<file path="src/rtl/counter_pkg.sv">
// Shared types and constants for the parameterised up/down counter.
// Provides the boundary mode enum, width limits and prescaler sizing helper.
package counter_pkg;

    typedef enum logic {
        MODE_WRAP = 1'b0,
        MODE_SAT  = 1'b1
    } cnt_mode_e;

    localparam int CNT_MAX_WIDTH = 32;
    localparam int PSC_MAX       = 256;

    // Bits needed to hold 0..p-1, never less than one.
    function automatic int psc_width(input int p);
        return (p > 1) ? $clog2(p) : 1;
    endfunction

endpackage

</file>
<file path="src/rtl/cnt_prescaler.sv">
// Divides enabled cycles by PRESCALE and flags the cycle on which a count step occurs.
// Ports: clk, reset (async high), enable (advance), clr (sync clear), step (comb. strobe).
module cnt_prescaler
    import counter_pkg::*;
#(
    parameter int PRESCALE = 1
) (
    input  logic clk,
    input  logic reset,
    input  logic enable,
    input  logic clr,
    output logic step
);

    localparam int            PW   = psc_width(PRESCALE);
    localparam logic [PW-1:0] LAST = PW'(PRESCALE - 1);

    logic [PW-1:0] psc_q;
    logic [PW-1:0] psc_d;
    logic          at_last;

    assign at_last = (psc_q == LAST);

    // A clear (load) always beats a step on the same edge.
    assign step = enable & ~clr & at_last;

    always_comb begin
        psc_d = psc_q;
        if (clr) begin
            psc_d = '0;
        end else if (enable) begin
            psc_d = at_last ? '0 : psc_q + PW'(1);
        end
    end

    always_ff @(posedge clk or posedge reset) begin
        if (reset) begin
            psc_q <= '0;
        end else begin
            psc_q <= psc_d;
        end
    end

endmodule

</file>
<file path="src/rtl/param_counter.sv">
// Prescaled up/down counter with wrap or saturate boundary, load, tc pulse and sticky ovf.
// Ports: clk, reset (async high), enable, up_dn, load, load_val -> cnt, tc, ovf (registered).
module param_counter
    import counter_pkg::*;
#(
    parameter int              WIDTH    = 8,
    parameter longint unsigned MAX_VAL  = (64'd1 << WIDTH) - 64'd1,
    parameter cnt_mode_e       MODE     = MODE_WRAP,
    parameter int              PRESCALE = 1
) (
    input  logic             clk,
    input  logic             reset,
    input  logic             enable,
    input  logic             up_dn,
    input  logic             load,
    input  logic [WIDTH-1:0] load_val,
    output logic [WIDTH-1:0] cnt,
    output logic             tc,
    output logic             ovf
);

    if (WIDTH < 2 || WIDTH > CNT_MAX_WIDTH) begin : g_bad_width
        $fatal(1, "param_counter: WIDTH %0d outside 2..32", WIDTH);
    end

    if (MAX_VAL < 64'd1 || MAX_VAL > ((64'd1 << WIDTH) - 64'd1)) begin : g_bad_max
        $fatal(1, "param_counter: MAX_VAL %0d illegal", MAX_VAL);
    end

    if (PRESCALE < 1 || PRESCALE > PSC_MAX) begin : g_bad_psc
        $fatal(1, "param_counter: PRESCALE %0d outside 1..256", PRESCALE);
    end

    localparam logic [WIDTH-1:0] MAXV = MAX_VAL[WIDTH-1:0];
    localparam logic             SAT  = (MODE == MODE_SAT);

    logic [WIDTH-1:0] cnt_q;
    logic [WIDTH-1:0] cnt_d;
    logic             tc_q;
    logic             tc_d;
    logic             ovf_q;
    logic             ovf_d;
    logic             step;

    cnt_prescaler #(
        .PRESCALE (PRESCALE)
    ) u_psc (
        .clk    (clk),
        .reset  (reset),
        .enable (enable),
        .clr    (load),
        .step   (step)
    );

    always_comb begin
        cnt_d = cnt_q;
        tc_d  = 1'b0;
        ovf_d = ovf_q;
        if (load) begin
            cnt_d = (load_val > MAXV) ? MAXV : load_val;
            ovf_d = 1'b0;
        end else if (step) begin
            if (up_dn) begin
                if (cnt_q == MAXV) begin
                    cnt_d = SAT ? MAXV : '0;
                    tc_d  = 1'b1;
                    ovf_d = 1'b1;
                end else begin
                    cnt_d = cnt_q + WIDTH'(1);
                end
            end else begin
                if (cnt_q == '0) begin
                    cnt_d = SAT ? '0 : MAXV;
                    tc_d  = 1'b1;
                    ovf_d = 1'b1;
                end else begin
                    cnt_d = cnt_q - WIDTH'(1);
                end
            end
        end
    end

    always_ff @(posedge clk or posedge reset) begin
        if (reset) begin
            cnt_q <= '0;
            tc_q  <= 1'b0;
            ovf_q <= 1'b0;
        end else begin
            cnt_q <= cnt_d;
            tc_q  <= tc_d;
            ovf_q <= ovf_d;
        end
    end

    assign cnt = cnt_q;
    assign tc  = tc_q;
    assign ovf = ovf_q;

endmodule

</file>
<file path="config.mk">
export PLATFORM = sky130hd
export DESIGN_NAME = param_counter
export DESIGN_NICKNAME = d
export VERILOG_FILES = /design/src/rtl/counter_pkg.sv /design/src/rtl/cnt_prescaler.sv /design/src/rtl/param_counter.sv
export SDC_FILE = /design/constraint.sdc
export NUM_CORES = 1
export LEC_CHECK = 0
export CAP_MARGIN = 20
export CORE_MARGIN = 2
export CORE_UTILIZATION = 45
export DETAILED_ROUTE_END_ITERATION = 6
export PLACE_DENSITY_LB_ADDON = 0.25
export RECOVER_POWER = 25
export SYNTH_ARGS = -nofsm -noshare
export SYNTH_HDL_FRONTEND = slang
export SYNTH_HIERARCHICAL = 1
export SYNTH_SLANG_ARGS = --single-unit
</file>
<file path="constraint.sdc">
create_clock -name clk -period 2.7 [get_ports clk]
set_clock_uncertainty 0.1 [all_clocks]
set_input_delay 0.54 -clock clk [delete_from_list [all_inputs] [get_ports clk]]
set_output_delay 0.54 -clock clk [all_outputs]
set_load 0.02 [all_outputs]
</file>
### Word level (Yosys, flattened, before mapping)

Index checks and enable logic that the tools add are counted.

| operators by class | value |
|---|---|
| equality and inequality tests | 2 |
| add/subtract/negate cells | 3 |
| bitwise operators | 4 |
| multiplexer cells | 19 |
| order comparisons | 1 |
| reductions and logical operators | 5 |

Operators by type and width:

| kind | count |
|---|---|
| two-way mux 8 bit | 6 |
| two-way mux 1 bit | 13 |
| adder 8 x 1 -> 8 bit, second input constant | 1 |
| equality test 8 bit, second input constant | 1 |
| greater-than comparator 8 bit, second input constant | 1 |
| zero test 8 bit | 1 |
| subtractor 8 x 1 -> 8 bit, second input constant | 1 |
| nonzero test 2 bit | 2 |
| inequality test 3 x 1 -> 1 bit, second input constant | 1 |
| AND reduction 3 bit | 1 |
| nonzero test 3 bit | 1 |
| bitwise AND 1 bit | 2 |
| NOT 1 bit | 2 |
| adder 1 bit, second input constant | 1 |

| word-level totals | value |
|---|---|
| flip-flop bits (word level) | 11 |
| input port bits | 13 |
| word-level logic and storage cells | 38 |
| output and inout port bits | 10 |

### Depth between registers and ports, before layout

| logic depth | value |
|---|---|
| word-level depth | 5 |
| gate-level depth with buffers | 7 |
| mapped depth without buffers | 6 |

### By module

The synthesis kept the hierarchy.

By module, submodules not included:

| module | area an instance (µm²) | seq. area each (µm²) | times used | cells an instance |
|---|---|---|---|---|
| param_counter | 868.3 | 250.2 | 1 | 108 |
| cnt_prescaler | 13.8 | 0.0 | 1 | 1 |

### Least setup slack after synthesis

No wires, ideal clock.

| timing path | value |
|---|---|
| kind | flip-flop to flip-flop |
| from | reg cnt_q[4], in the netlist cnt[4] |
| to | reg cnt_q[6], in the netlist cnt[6] |
| data required time | 2,496 ps |
| library setup time | 104 ps |
| stages on the path, launching flop included | 6 |
| path slack | 573 ps |
| arrival | 1,923 ps |
| period minus slack after synthesis | 2,127 ps |
| buffers on the path | 1 |
| path through | dfrtp_1 > buf_2 > or4_4 > or4_1 > nor3b_1 > o41ai_2 |

| between the ends | value |
|---|---|
| word-level cells in the longest chain between the ends | 5 |
| elaborated cells between the ends (all ways) | 9 |
| those cells by class | 2 x add/sub; 1 x eq/ne; 5 x mux; 1 x reduce/logical |

RTL lines:

| item | line | source |
|---|---|---|
| start: declaration | param_counter.sv:37 | `logic [WIDTH-1:0] cnt_q;` |
| start signal: assignment | param_counter.sv:89 | `cnt_q <= cnt_d;` |
| subtractor 8 x 1 -> 8 bit (tied with other cells) | param_counter.sv:77 | `cnt_d = cnt_q - WIDTH'(1);` |
| two-way mux 8 bit, on equally long branches | param_counter.sv:72, param_counter.sv:64 |  |
| two-way mux 8 bit (*) | param_counter.sv:63 | `if (up_dn) begin` |
| two-way mux 8 bit (*) | param_counter.sv:62 | `end else if (step) begin` |
| two-way mux 8 bit (*) | param_counter.sv:59 | `if (load) begin` |

Every way passes the cells marked *; elsewhere a longest branch is shown, timed or not. The select of a mux whose other input is x is not followed.
A chain may end at the register's enable or synchronous reset.

### Final worst setup path

| timing path | value |
|---|---|
| from | reg cnt_q[2], in the netlist cnt[2] |
| to | out cnt[2] |

RTL lines:

| item | line | source |
|---|---|---|
| end: declaration | param_counter.sv:17 | `output logic [WIDTH-1:0] cnt,` |

No word-level cell between the ends.

==> flow_metrics.env <==
export IMPL_yosys_area_top_type="dfrtp_1"
export IMPL_final_setup_tns_ns=0
export IMPL_die_height_um=48.28
export IMPL_buffers_and_inverters_on_the_worst_path=1
export IMPL_synth_edff_count=0
export IMPL_synth_yosys_seq_area_share_pct=28.37
export IMPL_initial_core_util_pct=46.38
export IMPL_power_share_combinational_pct=34.0
export IMPL_power_static_leakage_nw=0.4780
export IMPL_detail_route_first_pass_iterations=4
export IMPL_asyncSetResetFlopFracSynth_pct=100.0
export IMPL_overflow=0
export IMPL_total_of_flip_flops_plus_latches_after_synthesis=10
export IMPL_post_route_cells_drive_above_1_share_pct=8.661
export IMPL_power_density_mw_per_mm2=446.3
export IMPL_ctsRootBufferMaster="clkbuf_4"
export IMPL_final_min_clock_period_ns=2.228
export IMPL_grt_setup_unrepaired="false"
export IMPL_area_growth_pct=30.50
export IMPL_place_port_buffers=22
export IMPL_syn_cell_area_um2=882.1
export IMPL_p_sw_share_pct=35.22
export IMPL_worst_min_path_class="register to register"
export IMPL_die_area_mm2=0.002330
export IMPL_grt_first_pass_wirelength_um=3643
export IMPL_dominant_delay_contributor_by_cell_family_on_the_critical_path="buffers and inverters"
export IMPL_first_global_vias=773
export IMPL_start_kind="register"
export IMPL_timing_fmax_mhz=448.8
export IMPL_rows=16
export IMPL_run_status="finished clean"
export IMPL_route_detailed_drc=0
export IMPL_grt_start_max_net_pins=16
export IMPL_clock_insertion_delay_worst_skew_ns=0.27
export IMPL_syn_num_nets=125
export IMPL_cp_required_ns=2.06
export IMPL_setup_slack_ns=0.4719
export IMPL_critPathSlowestCell="clkdlybuf4s50_1"
export IMPL_ioPinCount=23
export IMPL_cts_tree="built"
export IMPL_crit_path_cells="clkdlybuf4s50_1"
export IMPL_post_cts_resized_instances=0
export IMPL_post_layout_total_power_mw=0.5137
export IMPL_hpwlAfterDp_um=1647
export IMPL_clockPowerShare_pct=26.9
export IMPL_max_cap_viol_count=0
export IMPL_cells_after_synthesis=109
export IMPL_nets=144
export IMPL_detailedPlace_worstSlack_ns=0.3781
export IMPL_post_route_period_util_pct=82.52
export IMPL_worst_ir_drop_vdd_uv=270.3
export IMPL_layout_cells_most_common_list="21 x clkdlybuf4s50_1, 10 x dfrtp_1, 7 x o21ai_0, 7 x inv_1, 7 x nor2_1"
export IMPL_ys_flop_type="dfrtp_1"
export IMPL_worst_path_max_fanout=15
export IMPL_syn_area_per_cell_um2=8.093
export IMPL_gp_congestion=0.9502
export IMPL_cts_hold_buffers_added=0
export IMPL_placeableCoreArea_mm2=0.001902
export IMPL_drt_wl_total_um=2334
export IMPL_cts_num_sinks=10
export IMPL_cellInternalPower_mw=0.3328
export IMPL_post_cts_setup_buffers=0
export IMPL_timing_final_hold_violations=0
export IMPL_grt_antenna_before_repair=0
export IMPL_routed_via_density=6.019
export IMPL_critPathKind="register to primary output"
export IMPL_die_width_um=48.28
export IMPL_tritoncts_num_buffers=3
export IMPL_worst_path_largest_cell_delay_ns=0.69
export IMPL_drt_first_iter_violations=40
export IMPL_clock_path_buffers=2
export IMPL_synth_top_cells_by_area="dfrtp_1 28%, a31oi_1 4.3%, ha_1 4.3%"
export IMPL_insertedDiodeCount=0
export IMPL_mostFrequentLayoutCell="clkdlybuf4s50_1"
export IMPL_grt_usage_pct=23.52
export IMPL_seqPwrFrac_pct=39.1
export IMPL_switching_power_mw=0.1809
export IMPL_maxSlewViolCount=0
export IMPL_worstMarginPinSlew_ns=0.4469
export IMPL_finalSetupViolations=0
export IMPL_average_wire_per_cell_in_the_routed_design_um=15.16
export IMPL_postRouteAntennaNets=0
export IMPL_h_tree_depth=1
export IMPL_clock_pin_slew_reported_for_the_worst_setup_and_hold_paths_after_clock_tree_synthesis_ns=0.07
export IMPL_worstPathArrival_ns=1.59
export IMPL_end_kind="primary output"
export IMPL_post_route_util_pct=60.53
export IMPL_max_slew_margin_vs_limit_pct=70.20
export IMPL_synth_yosys_warnings=6
export IMPL_yosysTopAreaCellShare_pct=28.37
export IMPL_detailroute_via_count=927
export IMPL_synth_cell_types=41
[metal layers]
layer | vias up | wire length [um] | track usage (%)
li1 | 446 | - | -
met1 | 439 | 1066 | 33.11
met2 | 37 | 1049 | 32.37
met3 | 5 | 173 | 7.037
met4 | 0 | 44 | 11.35
met5 | - | 0 | 0
[flip-flops by register name, summed over array words and instances (netlist names)]
signal	cells
cnt	8
ovf	1
tc	1
[cell usage after synthesis, types with 2 or more instances]
master	count
inv_1	7
buf_2	2
nand3_1	5
clkbuf_1	9
a21o_1	2
a21oi_1	3
a31oi_1	6
or3_1	3
nand2_1	6
and4_1	2
nor3_1	5
nor3b_1	3
nor2_1	7
and3_1	2
ha_1	3
o21ai_0	7
xor2_1	2
xnor2_1	3
dfrtp_1	10
[per-stage QoR]
step           std cells  hold WS, ns  area [um2]
3_5_place_dp         150       0.3729        1115
4_1_cts              154       0.3882        1151
5_1_grt              154       0.4384        1151
6_report             154       0.3815        1151
2_1_floorplan        109       0.2802       882.1
3_3_place_gp         150       0.3668        1115
[cells by family after synthesis]
logic type	synth area share, %
and+or+nand+nor	24.40
AOI/OAI and AO/OA	28.94
buffers and inverters	7.944
DFF	28.37
xor gates and xnor gates	4.965
adders and majority gates	4.256
muxes	1.135
[power groups by stage]
| stage | combinational, mW | clock (mW) | sequential, mW |
|---|---|---|---|
| floorplan | 0.114 | 0 | 0.193 |
| global placement | 0.173 | 0 | 0.202 |
| detailed placement | 0.173 | 0 | 0.203 |
| CTS | 0.175 | 0.142 | 0.200 |
| global route | 0.193 | 0.149 | 0.204 |
| finish | 0.175 | 0.138 | 0.201 |
[worst reg2reg max path: cells and delay by family (launching register included)]
| kind | cells | cell delay, ns |
|---|---|---|
| AND/OR/NAND/NOR | 3 | 1.20 |
| flip-flops | 1 | 0.48 |
| AO/OA/AOI/OAI | 1 | 0.26 |
[path summary, 6_finish.rpt]
path	slack [ns]	endpoint	startpoint	cells after the start
setup / recovery	0.47	cnt[2]	cnt[2]$_DFFE_PP0P_	1
hold / removal	0.38	ovf$_DFFE_PP0P_	ovf$_DFFE_PP0P_	1
setup reg to reg	0.57	cnt[6]$_DFFE_PP0P_	cnt[5]$_DFFE_PP0P_	4
hold reg to reg	0.38	ovf$_DFFE_PP0P_	ovf$_DFFE_PP0P_	1
max in group asynchronous	1.63	cnt[4]$_DFFE_PP0P_	reset	2
min in group asynchronous	0.59	tc$_DFF_PP0_	reset	2
[layout make-up]
cell class	instances	area [um2]
multi-input combinational	81	561.8
tap	27	33.78
clock buffer	4	36.28
sequential	10	250.2
inverter	7	26.28
fill	180	750.7
timing repair buffer	25	242.7
Note: power is estimated with default switching activity, not from simulation.
